===== config.mk =====
export PLATFORM = sky130hd
export DESIGN_NAME = abs_diff_err_monitor
export DESIGN_NICKNAME = d
export VERILOG_FILES = /design/src/rtl/abs_diff_err_monitor.sv
export SDC_FILE = /design/constraint.sdc
export NUM_CORES = 1
export LEC_CHECK = 0
export ABC_AREA = 0
export ABC_CLOCK_PERIOD_IN_PS = 10590
export CELL_PAD_IN_SITES_DETAIL_PLACEMENT = 0
export CELL_PAD_IN_SITES_GLOBAL_PLACEMENT = 1
export CORE_MARGIN = 2
export CORE_UTILIZATION = 43
export CTS_BUF_LIST = sky130_fd_sc_hd__clkbuf_4 sky130_fd_sc_hd__clkbuf_8 sky130_fd_sc_hd__clkbuf_16
export DETAILED_ROUTE_END_ITERATION = 10
export HOLD_SLACK_MARGIN = 0.15
export PLACE_DENSITY_LB_ADDON = 0.1
export SETUP_SLACK_MARGIN = 0.05
export SLEW_MARGIN = 5
export SYNTH_ARGS = -nofsm -noshare
export SYNTH_HDL_FRONTEND = slang
export SYNTH_SLANG_ARGS = --single-unit

===== constraint.sdc =====
create_clock -name clk -period 10.59 [get_ports clk]
set_input_delay 2.118 -clock clk [delete_from_list [all_inputs] [get_ports clk]]
set_output_delay 2.118 -clock clk [all_outputs]
set_load 0.05 [all_outputs]

===== src/rtl/abs_diff_err_monitor.sv =====
// Exhaustive-sweep error monitor for approximate |a-b| circuits: drives every
// operand pair, compares the returned result with the exact value, accumulates stats.
module abs_diff_err_monitor #(
    parameter int W       = 2,
    parameter int OUT_W   = 2,
    parameter int ET      = 2,
    parameter int DUT_LAT = 0
) (
    input  logic                   clk,
    input  logic                   rst_n,
    input  logic                   start_i,
    output logic [2*W-1:0]         vec_o,
    input  logic [OUT_W-1:0]       dut_out_i,
    output logic                   busy_o,
    output logic                   done_o,
    output logic                   pass_o,
    output logic [OUT_W:0]         max_err_o,
    output logic [2*W+OUT_W:0]     err_sum_o,
    output logic [2*W:0]           viol_cnt_o,
    output logic                   fail_vld_o,
    output logic [2*W-1:0]         fail_vec_o
);

    localparam int EW    = OUT_W + 1;
    localparam int SW    = 2*W + OUT_W + 1;
    localparam int CW    = 2*W + 1;
    localparam int CNT_W = (DUT_LAT > 1) ? $clog2(DUT_LAT) : 1;

    typedef enum logic [2:0] {S_IDLE, S_DRIVE, S_WAIT, S_EVAL, S_DONE} state_t;

    state_t           state;
    logic [CNT_W-1:0] wait_cnt;
    logic [EW-1:0]    err;
    logic [EW-1:0]    max_nxt;
    logic             viol;

    function automatic logic [W-1:0] abs_exact(input logic [W-1:0] a, input logic [W-1:0] b);
        logic signed [W:0] d;
        d = $signed({1'b0, a}) - $signed({1'b0, b});
        abs_exact = (d < 0) ? W'(-d) : W'(d);
    endfunction

    // The error is formed in OUT_W+2 signed bits so dut-exact never overflows.
    function automatic logic [EW-1:0] abs_err(input logic [OUT_W-1:0] dut, input logic [W-1:0] exact);
        logic signed [OUT_W+1:0] e;
        e = $signed({2'b00, dut}) - $signed({{(OUT_W+2-W){1'b0}}, exact});
        abs_err = (e < 0) ? EW'(-e) : EW'(e);
    endfunction

    always_comb begin
        err     = abs_err(dut_out_i, abs_exact(vec_o[W-1:0], vec_o[2*W-1:W]));
        viol    = (err > EW'(ET));
        max_nxt = (err > max_err_o) ? err : max_err_o;
    end

    always_ff @(posedge clk or negedge rst_n) begin
        if (!rst_n) begin
            state      <= S_IDLE;
            wait_cnt   <= '0;
            vec_o      <= '0;
            busy_o     <= 1'b0;
            done_o     <= 1'b0;
            pass_o     <= 1'b0;
            max_err_o  <= '0;
            err_sum_o  <= '0;
            viol_cnt_o <= '0;
            fail_vld_o <= 1'b0;
            fail_vec_o <= '0;
        end else begin
            case (state)
                S_IDLE, S_DONE: begin
                    if (start_i) begin
                        state      <= S_DRIVE;
                        vec_o      <= '0;
                        busy_o     <= 1'b1;
                        done_o     <= 1'b0;
                        pass_o     <= 1'b0;
                        max_err_o  <= '0;
                        err_sum_o  <= '0;
                        viol_cnt_o <= '0;
                        fail_vld_o <= 1'b0;
                        fail_vec_o <= '0;
                    end
                end
                S_DRIVE: begin
                    wait_cnt <= '0;
                    state    <= (DUT_LAT > 0) ? S_WAIT : S_EVAL;
                end
                S_WAIT: begin
                    if (wait_cnt == CNT_W'(DUT_LAT - 1)) begin
                        state <= S_EVAL;
                    end else begin
                        wait_cnt <= wait_cnt + CNT_W'(1);
                    end
                end
                S_EVAL: begin
                    max_err_o <= max_nxt;
                    err_sum_o <= err_sum_o + SW'(err);
                    if (viol) begin
                        viol_cnt_o <= viol_cnt_o + CW'(1);
                        if (!fail_vld_o) begin
                            fail_vld_o <= 1'b1;
                            fail_vec_o <= vec_o;
                        end
                    end
                    // The all-ones vector is terminal; vec_o is left holding it.
                    if (vec_o == '1) begin
                        state  <= S_DONE;
                        busy_o <= 1'b0;
                        done_o <= 1'b1;
                        pass_o <= (max_nxt <= EW'(ET));
                    end else begin
                        vec_o <= vec_o + 1'b1;
                        state <= S_DRIVE;
                    end
                end
                default: state <= S_IDLE;
            endcase
        end
    end

endmodule


==> impl_metrics.json, run 1 <==
{
  "row_count": 23,
  "period_needed_ps": 4910,
  "setup_violations": 0,
  "start_util_pct": 44.0,
  "finalCritPeriodShare_pct": 46.4,
  "grt_pass1_vias": 1283,
  "clk_latency_ps": 280,
  "cts_tree": "done",
  "finalMaxSlewViolations": 0,
  "fmax_mhz": 204,
  "ys_seq_area_share_pct": 44.7,
  "critPathSlowestCell": "fa_1",
  "fin_setup_tns_ps": 0,
  "vias": 1281,
  "clock_skew_ps": 10.4,
  "utilization_pct": 54.9,
  "critical-path-top-delay-family": "adder cells",
  "antenna_found_initial": 0,
  "tightest_slew_ps": 719,
  "hpwl_mm": 2.52,
  "end_kind": "register",
  "cts-root-buf": "clkbuf_8",
  "cp_slowest_stage_delay_ps": 540,
  "cp_max_fo": 4,
  "async_flop_share_pct": 100,
  "drtIter0Drc": 51,
  "fin_cells": 253,
  "numCtsBuffers": 5,
  "crit_end": "err_sum_o[5]",
  "netlist_instances": 169,
  "fillCellCount": 353,
  "reg2reg_to": "err_sum_o[5]",
  "wl_per_cell_um": 13.7,
  "arrival_ps": 5090,
  "grt_max_degree": 32,
  "drcViolationCount": 0,
  "core_mm2": 0.00394,
  "crit_chain": "clkdlybuf4s50_1, inv_1, ha_1, fa_1, inv_1, ha_1, mux2_4, inv_1, ha_1, a21o_1, a21oi_1, o211ai_1, o31ai_1",
  "overflow": 0,
  "grt_pass1_wl_mm": 5.95,
  "cp.required_ps": 10770,
  "synth_edf_count": 0,
  "rsz0062_at_grt": "false",
  "multiInputGateArea_um2": 863,
  "syn_nets": 190,
  "timing.rr.start": "vec_o[0]",
  "gp_congestion": 0.828,
  "cap_violations": 0,
  "cts_htree_levels": 2,
  "path_clk_slew_ps": 60,
  "dieArea_mm2": 0.00456,
  "clockBufferDepth": 2,
  "yosysWarnings": 0,
  "io_pins": 32,
  "path_buf_inv": 4,
  "drive_gt1_share_pct": 7.39,
  "startpoint": "dut_out_i[0]",
  "ys_types": 35,
  "synth_area_per_cell_um2": 10.3,
  "ys_ff_latch": 31,
  "diodes": 0,
  "synthFlopType": "dfrtp_1",
  "netlist_area_mm2": 0.00173,
  "rrSetupSlack_ps": 6840,
  "cts.sinks": 31,
  "syn_to_final_growth_pct": 24.7,
  "layout.nets": 223,
  "cp-start-kind": "input port",
  "crit_cells": 13,
  "hold_viol": 0,
  "rr_worst_depth": 15,
  "placed_cells": 245,
  "drt.antenna.violating_nets": 0,
  "die_h_um": 67.5,
  "max_slew_margin_pct": 52.0,
  "hp-class": "reg2reg",
  "grt_usage_pct": 18.0,
  "hold_buffers": 0,
  "port_buffers": 31,
  "post-cts-setup-buffer-count": 0,
  "die_w_um": 67.5,
  "via_per_inst": 5.06,
  "worstSetupPathType": "in2reg",
  "drtPass1Iterations": 4,
  "finalWirelength_mm": 3.46,
  "outcome": "finished, final reports clean",
  "cts-resized-gates": 0,
  "holdWs_ps": 485,
  "hold_path.startpoint": "err_sum_o[6]",
  "seq_area_um2": 776
}
## logic make-up after synthesis
kind of cell               Yosys count  synth area share [%]
muxes                               13                  7.86
AOI/OAI and AO/OA                   28                  10.5
adders and majority gates           16                  12.8
buffers and inverters               22                  5.48
xor gates and xnor gates             7                  3.54
and+or+nand+nor                     52                  15.0
DFF                                 31                  44.7
## per-layer routing
metal	GRT usage, %	share of wire, %	vias up
met1	23.6	46	608
li1	-	-	644
met5	0	0	-
met3	5.00	3.7	5
met2	27.8	49	24
met4	7.40	1.3	0
## synth_stat cells, types with 2 or more instances
cell      number  share of area, %
dfrtp_1       31                45
a21oi_1        6               1.7
o211ai_1       3               1.3
and3_1         2              0.72
ha_1          13               9.4
a21o_1         2              0.87
xnor2_1        3               1.5
mux2i_1       11               6.3
a22o_1         4               2.0
nand2_1       20               4.3
nor2_1         5               1.1
fa_1           3               3.5
nand3_1       15               4.3
o31ai_1        3               1.3
xor2_1         4               2.0
o21ai_0        8               2.3
buf_2          3              0.87
inv_1         16               3.5
## state kept, by name, indices dropped and copies added (netlist names)
| name | count |
|---|---|
| err_sum_o | 7 |
| viol_cnt_o | 5 |
| fail_vec_o | 4 |
| vec_o | 4 |
| max_err_o | 3 |
| state | 3 |
| busy_o | 1 |
| done_o | 1 |
| fail_vld_o | 1 |
| pass_o | 1 |
| wait_cnt | 1 |
## how the worst min path moves through the flow
stage / endpoint / cells past startpoint
floorplan: state[1] / 1
global placement: busy_o / 2
detailed placement: busy_o / 2
CTS: busy_o / 2
global route: err_sum_o[6] / 1
finish: err_sum_o[6] / 1
## layout by cell type (no fill, tap or decap), types with 2 or more instances in the layout
cell             synthesis  routed
xnor2_1                  3       3
fa_1                     3       3
dfrtp_1                 31      31
o211ai_1                 3       3
a21oi_1                  6       6
ha_1                    13      13
clkdlybuf4s50_1          0      31
nand3_1                 15      15
nor2_1                   5       5
inv_1                   16      16
mux2i_1                 11      11
a21o_1                   2       2
clkinv_2                 0       3
nand2_1                 20      20
o31ai_1                  3       3
a22o_1                   4       4
o21ai_0                  8       8
and3_1                   2       2
xor2_1                   4       4
clkbuf_8                 0       5
## area by class of cell
| type | instances | area share, % |
|---|---|---|
| well taps | 50 | 2.89 |
| repair buffers | 32 | 14.7 |
| clock buffers | 5 | 3.18 |
| flip-flops and latches | 31 | 35.9 |
| clock inverters | 3 | 0.694 |
| multi-input cells | 116 | 39.9 |
| inverters | 16 | 2.78 |
## stage by stage
stage          cell area (µm²)  setup slack, ps
2_1_floorplan             1730             6050
3_3_place_gp              2080             5460
3_5_place_dp              2080             5400
4_1_cts                   2160             5680
5_1_grt                   2160             5470
6_report                  2160             5680
Power of run 1 is not shown: default switching activity piles up to over one toggle a cycle in this logic, so the estimate is an artifact.
==> run 2, diff against run 1 <==
--- a/config.mk
+++ b/config.mk
@@ -6,11 +6,11 @@
 export NUM_CORES = 1
 export LEC_CHECK = 0
 export ABC_AREA = 0
-export ABC_CLOCK_PERIOD_IN_PS = 10590
+export ABC_CLOCK_PERIOD_IN_PS = 4510
 export CELL_PAD_IN_SITES_DETAIL_PLACEMENT = 0
 export CELL_PAD_IN_SITES_GLOBAL_PLACEMENT = 1
 export CORE_MARGIN = 2
-export CORE_UTILIZATION = 43
+export CORE_UTILIZATION = 36
 export CTS_BUF_LIST = sky130_fd_sc_hd__clkbuf_4 sky130_fd_sc_hd__clkbuf_8 sky130_fd_sc_hd__clkbuf_16
 export DETAILED_ROUTE_END_ITERATION = 10
 export HOLD_SLACK_MARGIN = 0.15
==> constraint.sdc (replaced) <==
create_clock -name clk -period 4.51 [get_ports clk]
set_input_delay 0.902 -clock clk [delete_from_list [all_inputs] [get_ports clk]]
set_output_delay 0.902 -clock clk [all_outputs]
set_load 0.05 [all_outputs]
==> impl_metrics.json, run 2 (synthesized netlist as in run 1, its figures left out) <==
{
  "finalCritPeriodShare_pct": 84.2,
  "hp-class": "reg2reg",
  "dieArea_mm2": 0.00539,
  "clockBufferDepth": 2,
  "fin_setup_tns_ps": 0,
  "cp.required_ps": 4670,
  "cp_max_fo": 6,
  "hold_buffers": 0,
  "cts_htree_levels": 2,
  "cap_violations": 0,
  "max_slew_margin_pct": 52.0,
  "largest_reg_flops": 7,
  "drtPass1Iterations": 4,
  "fmax_mhz": 263,
  "drive_gt1_share_pct": 7.39,
  "grt_pass1_wl_mm": 6.11,
  "end_kind": "register",
  "grt_pass1_vias": 1230,
  "worstSetupPathType": "reg2reg",
  "port_buffers": 31,
  "regMostFlops": "err_sum_o",
  "drt.antenna.violating_nets": 0,
  "place_area_mm2": 0.00208,
  "layout.nets": 223,
  "hold_viol": 0,
  "setup_slack_ps": 711,
  "drcViolationCount": 0,
  "die_h_um": 73.4,
  "setup_violations": 0,
  "wl_per_cell_um": 14.2,
  "clk_latency_ps": 280,
  "syn_to_final_growth_pct": 26.2,
  "via_per_inst": 5.12,
  "drtIter0Drc": 32,
  "start_util_pct": 37.0,
  "fin_area_mm2": 0.00219,
  "core_mm2": 0.00469,
  "fillCellCount": 450,
  "numCtsBuffers": 5,
  "row_count": 25,
  "io_pins": 32,
  "cts_tree": "done",
  "period_needed_ps": 3800,
  "outcome": "finished, final reports clean",
  "antenna_found_initial": 0,
  "arrival_ps": 3960,
  "finalWirelength_mm": 3.65,
  "cts-root-buf": "clkbuf_8",
  "grt_usage_pct": 15.2,
  "cp-start-kind": "register",
  "pre_cts_slack_ps": 483,
  "reg.largest.list": "err_sum_o (7), viol_cnt_o (5)",
  "finalMaxSlewViolations": 0,
  "overflow": 0,
  "diodes": 0,
  "utilization_pct": 46.6,
  "tightest_slew_ps": 718,
  "grt_max_degree": 32,
  "cts-resized-gates": 0,
  "clock_skew_ps": 5.63,
  "post-cts-setup-buffer-count": 0,
  "die_w_um": 73.4,
  "cts.sinks": 31,
  "path_clk_slew_ps": 60,
  "vias": 1317,
  "rsz0062_at_grt": "false",
  "layout_common_cells": "dfrtp_1, clkdlybuf4s50_1, nand2_1, inv_1, nand3_1",
  "gp_congestion": 0.773,
  "hpwl_mm": 2.66
}
run 2: changes by cell type in the layout (fill, tap and decap cells not counted):
cell	change
clkinv_2	-3
clkbuf_8	+2
clkbuf_4	+1
run 2: cell type report:
cell class              count  area (µm²)  share of cell area [%]
multi-input cells         116         863                    39.5
flip-flops and latches     31         776                    35.4
repair buffers             32         318                    14.5
clock buffers               8         104                    4.75
well taps                  54        67.6                    3.09
inverters                  16        60.1                    2.74
run 2: metal layers:
metal	global-route usage, %	wire [µm]	vias to the layer above
met3	4.12	169	6
li1	-	-	643
met5	0	0	-
met1	21.4	1720	640
met4	6.06	60	0
met2	22.2	1700	28
run 2: worst max-delay path, cell delays in order, from the launching register on:
cell     delay (ps)
dfrtp_1         440
inv_1            90
ha_1            210
fa_1            350
nor2b_1         140
xnor2_1         140
fa_1            580
inv_1            60
ha_1            280
mux2_4          280
inv_1           120
ha_1            250
and3_1          180
a21oi_1         210
mux2i_1         250
o31ai_1         100
run 2: final timing paths:
kind	slack (ps)	endpoint	cells after the start	from
max	710	pass_o	15	vec_o[0]
min reg2reg	480	err_sum_o[6]	1	err_sum_o[6]
min in group asynchronous	1010	max_err_o[1]	2	rst_n
max in group asynchronous	3200	pass_o	2	rst_n
max reg2reg	710	pass_o	15	vec_o[0]
min	480	err_sum_o[6]	1	err_sum_o[6]
run 2: per-stage QoR:
stage,std cells,hold WS (ps)
finish,257,484
global route,257,514
CTS,257,496
detailed placement,249,472
global placement,249,470
floorplan,169,463
Power of run 2 is left out for the same reason.
==> run 3, diff against run 2 <==
--- a/config.mk
+++ b/config.mk
@@ -6,11 +6,11 @@
 export NUM_CORES = 1
 export LEC_CHECK = 0
 export ABC_AREA = 0
-export ABC_CLOCK_PERIOD_IN_PS = 4510
+export ABC_CLOCK_PERIOD_IN_PS = 3800
 export CELL_PAD_IN_SITES_DETAIL_PLACEMENT = 0
 export CELL_PAD_IN_SITES_GLOBAL_PLACEMENT = 1
 export CORE_MARGIN = 2
-export CORE_UTILIZATION = 36
+export CORE_UTILIZATION = 40
 export CTS_BUF_LIST = sky130_fd_sc_hd__clkbuf_4 sky130_fd_sc_hd__clkbuf_8 sky130_fd_sc_hd__clkbuf_16
 export DETAILED_ROUTE_END_ITERATION = 10
 export HOLD_SLACK_MARGIN = 0.15
==> constraint.sdc (replaced) <==
create_clock -name clk -period 3.8 [get_ports clk]
set_input_delay 0.76 -clock clk [delete_from_list [all_inputs] [get_ports clk]]
set_output_delay 0.76 -clock clk [all_outputs]
set_load 0.05 [all_outputs]
==> impl_metrics.json, run 3 (synthesized netlist as in run 1, its figures left out) <==
{
  "start_util_pct": 42.4,
  "rsz0062_at_grt": "false",
  "finalCritPeriodShare_pct": 92.9,
  "fin_cells": 256,
  "cts-root-buf": "clkbuf_8",
  "die_w_um": 69.8,
  "drtPass1Iterations": 4,
  "grt_pass1_vias": 1327,
  "cap_violations": 0,
  "layout_common_cells": "clkdlybuf4s50_1, dfrtp_1, nand2_1, inv_1, nand3_1",
  "setup_violations": 0,
  "cts.sinks": 31,
  "top_usage_layer": "met2",
  "wl_per_cell_um": 14.2,
  "finalWirelength_mm": 3.62,
  "die_h_um": 69.8,
  "worstSetupPathType": "reg2reg",
  "placed_cells": 246,
  "hpwl_mm": 2.66,
  "vias": 1340,
  "row_count": 23,
  "grt_max_degree": 22,
  "drt.antenna.violating_nets": 0,
  "clock_skew_ps": 10.3,
  "arrival_ps": 3710,
  "end_kind": "register",
  "dieArea_mm2": 0.00488,
  "antenna_found_initial": 0,
  "grt_usage_pct": 16.2,
  "path_clk_slew_ps": 70,
  "clk_latency_ps": 290,
  "period_needed_ps": 3530,
  "hp-class": "reg2reg",
  "layout.nets": 226,
  "port_buffers": 31,
  "met3_usage_pct": 4.65,
  "io_pins": 32,
  "outcome": "finished, final reports clean",
  "fmax_mhz": 283,
  "drcViolationCount": 0,
  "cp_max_fo": 6,
  "max_slew_margin_pct": 35.4,
  "cts_tree": "done",
  "numCtsBuffers": 5,
  "via_per_inst": 5.23,
  "finalMaxSlewViolations": 0,
  "fillCellCount": 390,
  "clockBufferDepth": 2,
  "grt_pass1_wl_mm": 6.22,
  "reg.largest.list": "err_sum_o (7), viol_cnt_o (5)",
  "hold_viol": 0,
  "regMostFlops": "err_sum_o",
  "gp_congestion": 0.761,
  "final_common_cell": "clkdlybuf4s50_1",
  "cp.required_ps": 3970,
  "core_mm2": 0.00409,
  "largest_reg_flops": 7,
  "diodes": 0,
  "cts_htree_levels": 2,
  "syn_to_final_growth_pct": 28.8,
  "met2_usage_pct": 25.6,
  "drtIter0Drc": 33,
  "hold_buffers": 0,
  "cp-start-kind": "register",
  "tightest_slew_ps": 966,
  "met1_usage_pct": 20.8,
  "drive_gt1_share_pct": 11.2,
  "overflow": 0
}
[run 3: changes by cell type in the layout (fill, tap and decap cells not counted), sizes merged]
cell / previous run / this run
buf: 1 / 4
clkbuf: 8 / 6
clkinv: 0 / 1
bufinv: 0 / 1
[run 3: worst max-delay path, cell delays in order, from the launching register on]
cell and delay (ps):
dfrtp_1 450, ha_1 220, fa_1 350, nor2b_1 140, xnor2_1 130, fa_1 530, inv_1 50, ha_1 280
mux2_4 290, inv_2 80, ha_1 240, and3_1 200, a21oi_2 150, mux2i_1 200, o31ai_1 90
[run 3: area by class of cell]
| class | instances | area (µm²) | area share, % |
|---|---|---|---|
| repair buffers | 35 | 340 | 15.2 |
| inverters | 16 | 60.1 | 2.69 |
| clock inverters | 2 | 35.0 | 1.57 |
| well taps | 50 | 62.6 | 2.80 |
| flip-flops and latches | 31 | 777 | 34.8 |
| multi-input cells | 116 | 876 | 39.2 |
| clock buffers | 6 | 82.6 | 3.70 |
[run 3: what timing repair did]
action                                  4_1_cts  5_1_grt
setup buffers                                 0        2
endpoints found under the setup margin        0        7
gates resized for setup                       0        4
hold endpoints to repair                      0        0
[run 3: final timing paths]
check | end | slack [ps] | from | cells past startpoint
worst min-delay path | err_sum_o[6] | 470 | err_sum_o[6] | 1
worst max register to register | pass_o | 270 | vec_o[2] | 14
worst min register to register | err_sum_o[6] | 470 | err_sum_o[6] | 1
worst max-delay path | pass_o | 270 | vec_o[2] | 14
min in group asynchronous | max_err_o[2] | 1010 | rst_n | 1
max in group asynchronous | viol_cnt_o[0] | 2080 | rst_n | 2
[run 3: routing by layer]
| layer | up-vias | share of wire, % |
|---|---|---|
| met5 | - | 0 |
| met4 | 0 | 1.6 |
| met3 | 7 | 4.0 |
| met2 | 22 | 48 |
| met1 | 663 | 46 |
| li1 | 648 | - |
[run 3: stage by stage]
step	cell area (µm²)	TNS [ps]	setup WS, ps	util, %	hold WS, ps
floorplan	1740	0	69.2	-	463
global placement	2090	0	62.1	51.1	468
detailed placement	2090	-2.99	-2.99	51.1	469
CTS	2210	0	115	54.0	478
global route	2230	0	88.6	54.7	493
finish	2230	0	268	54.7	474
Power of run 3 is left out for the same reason.
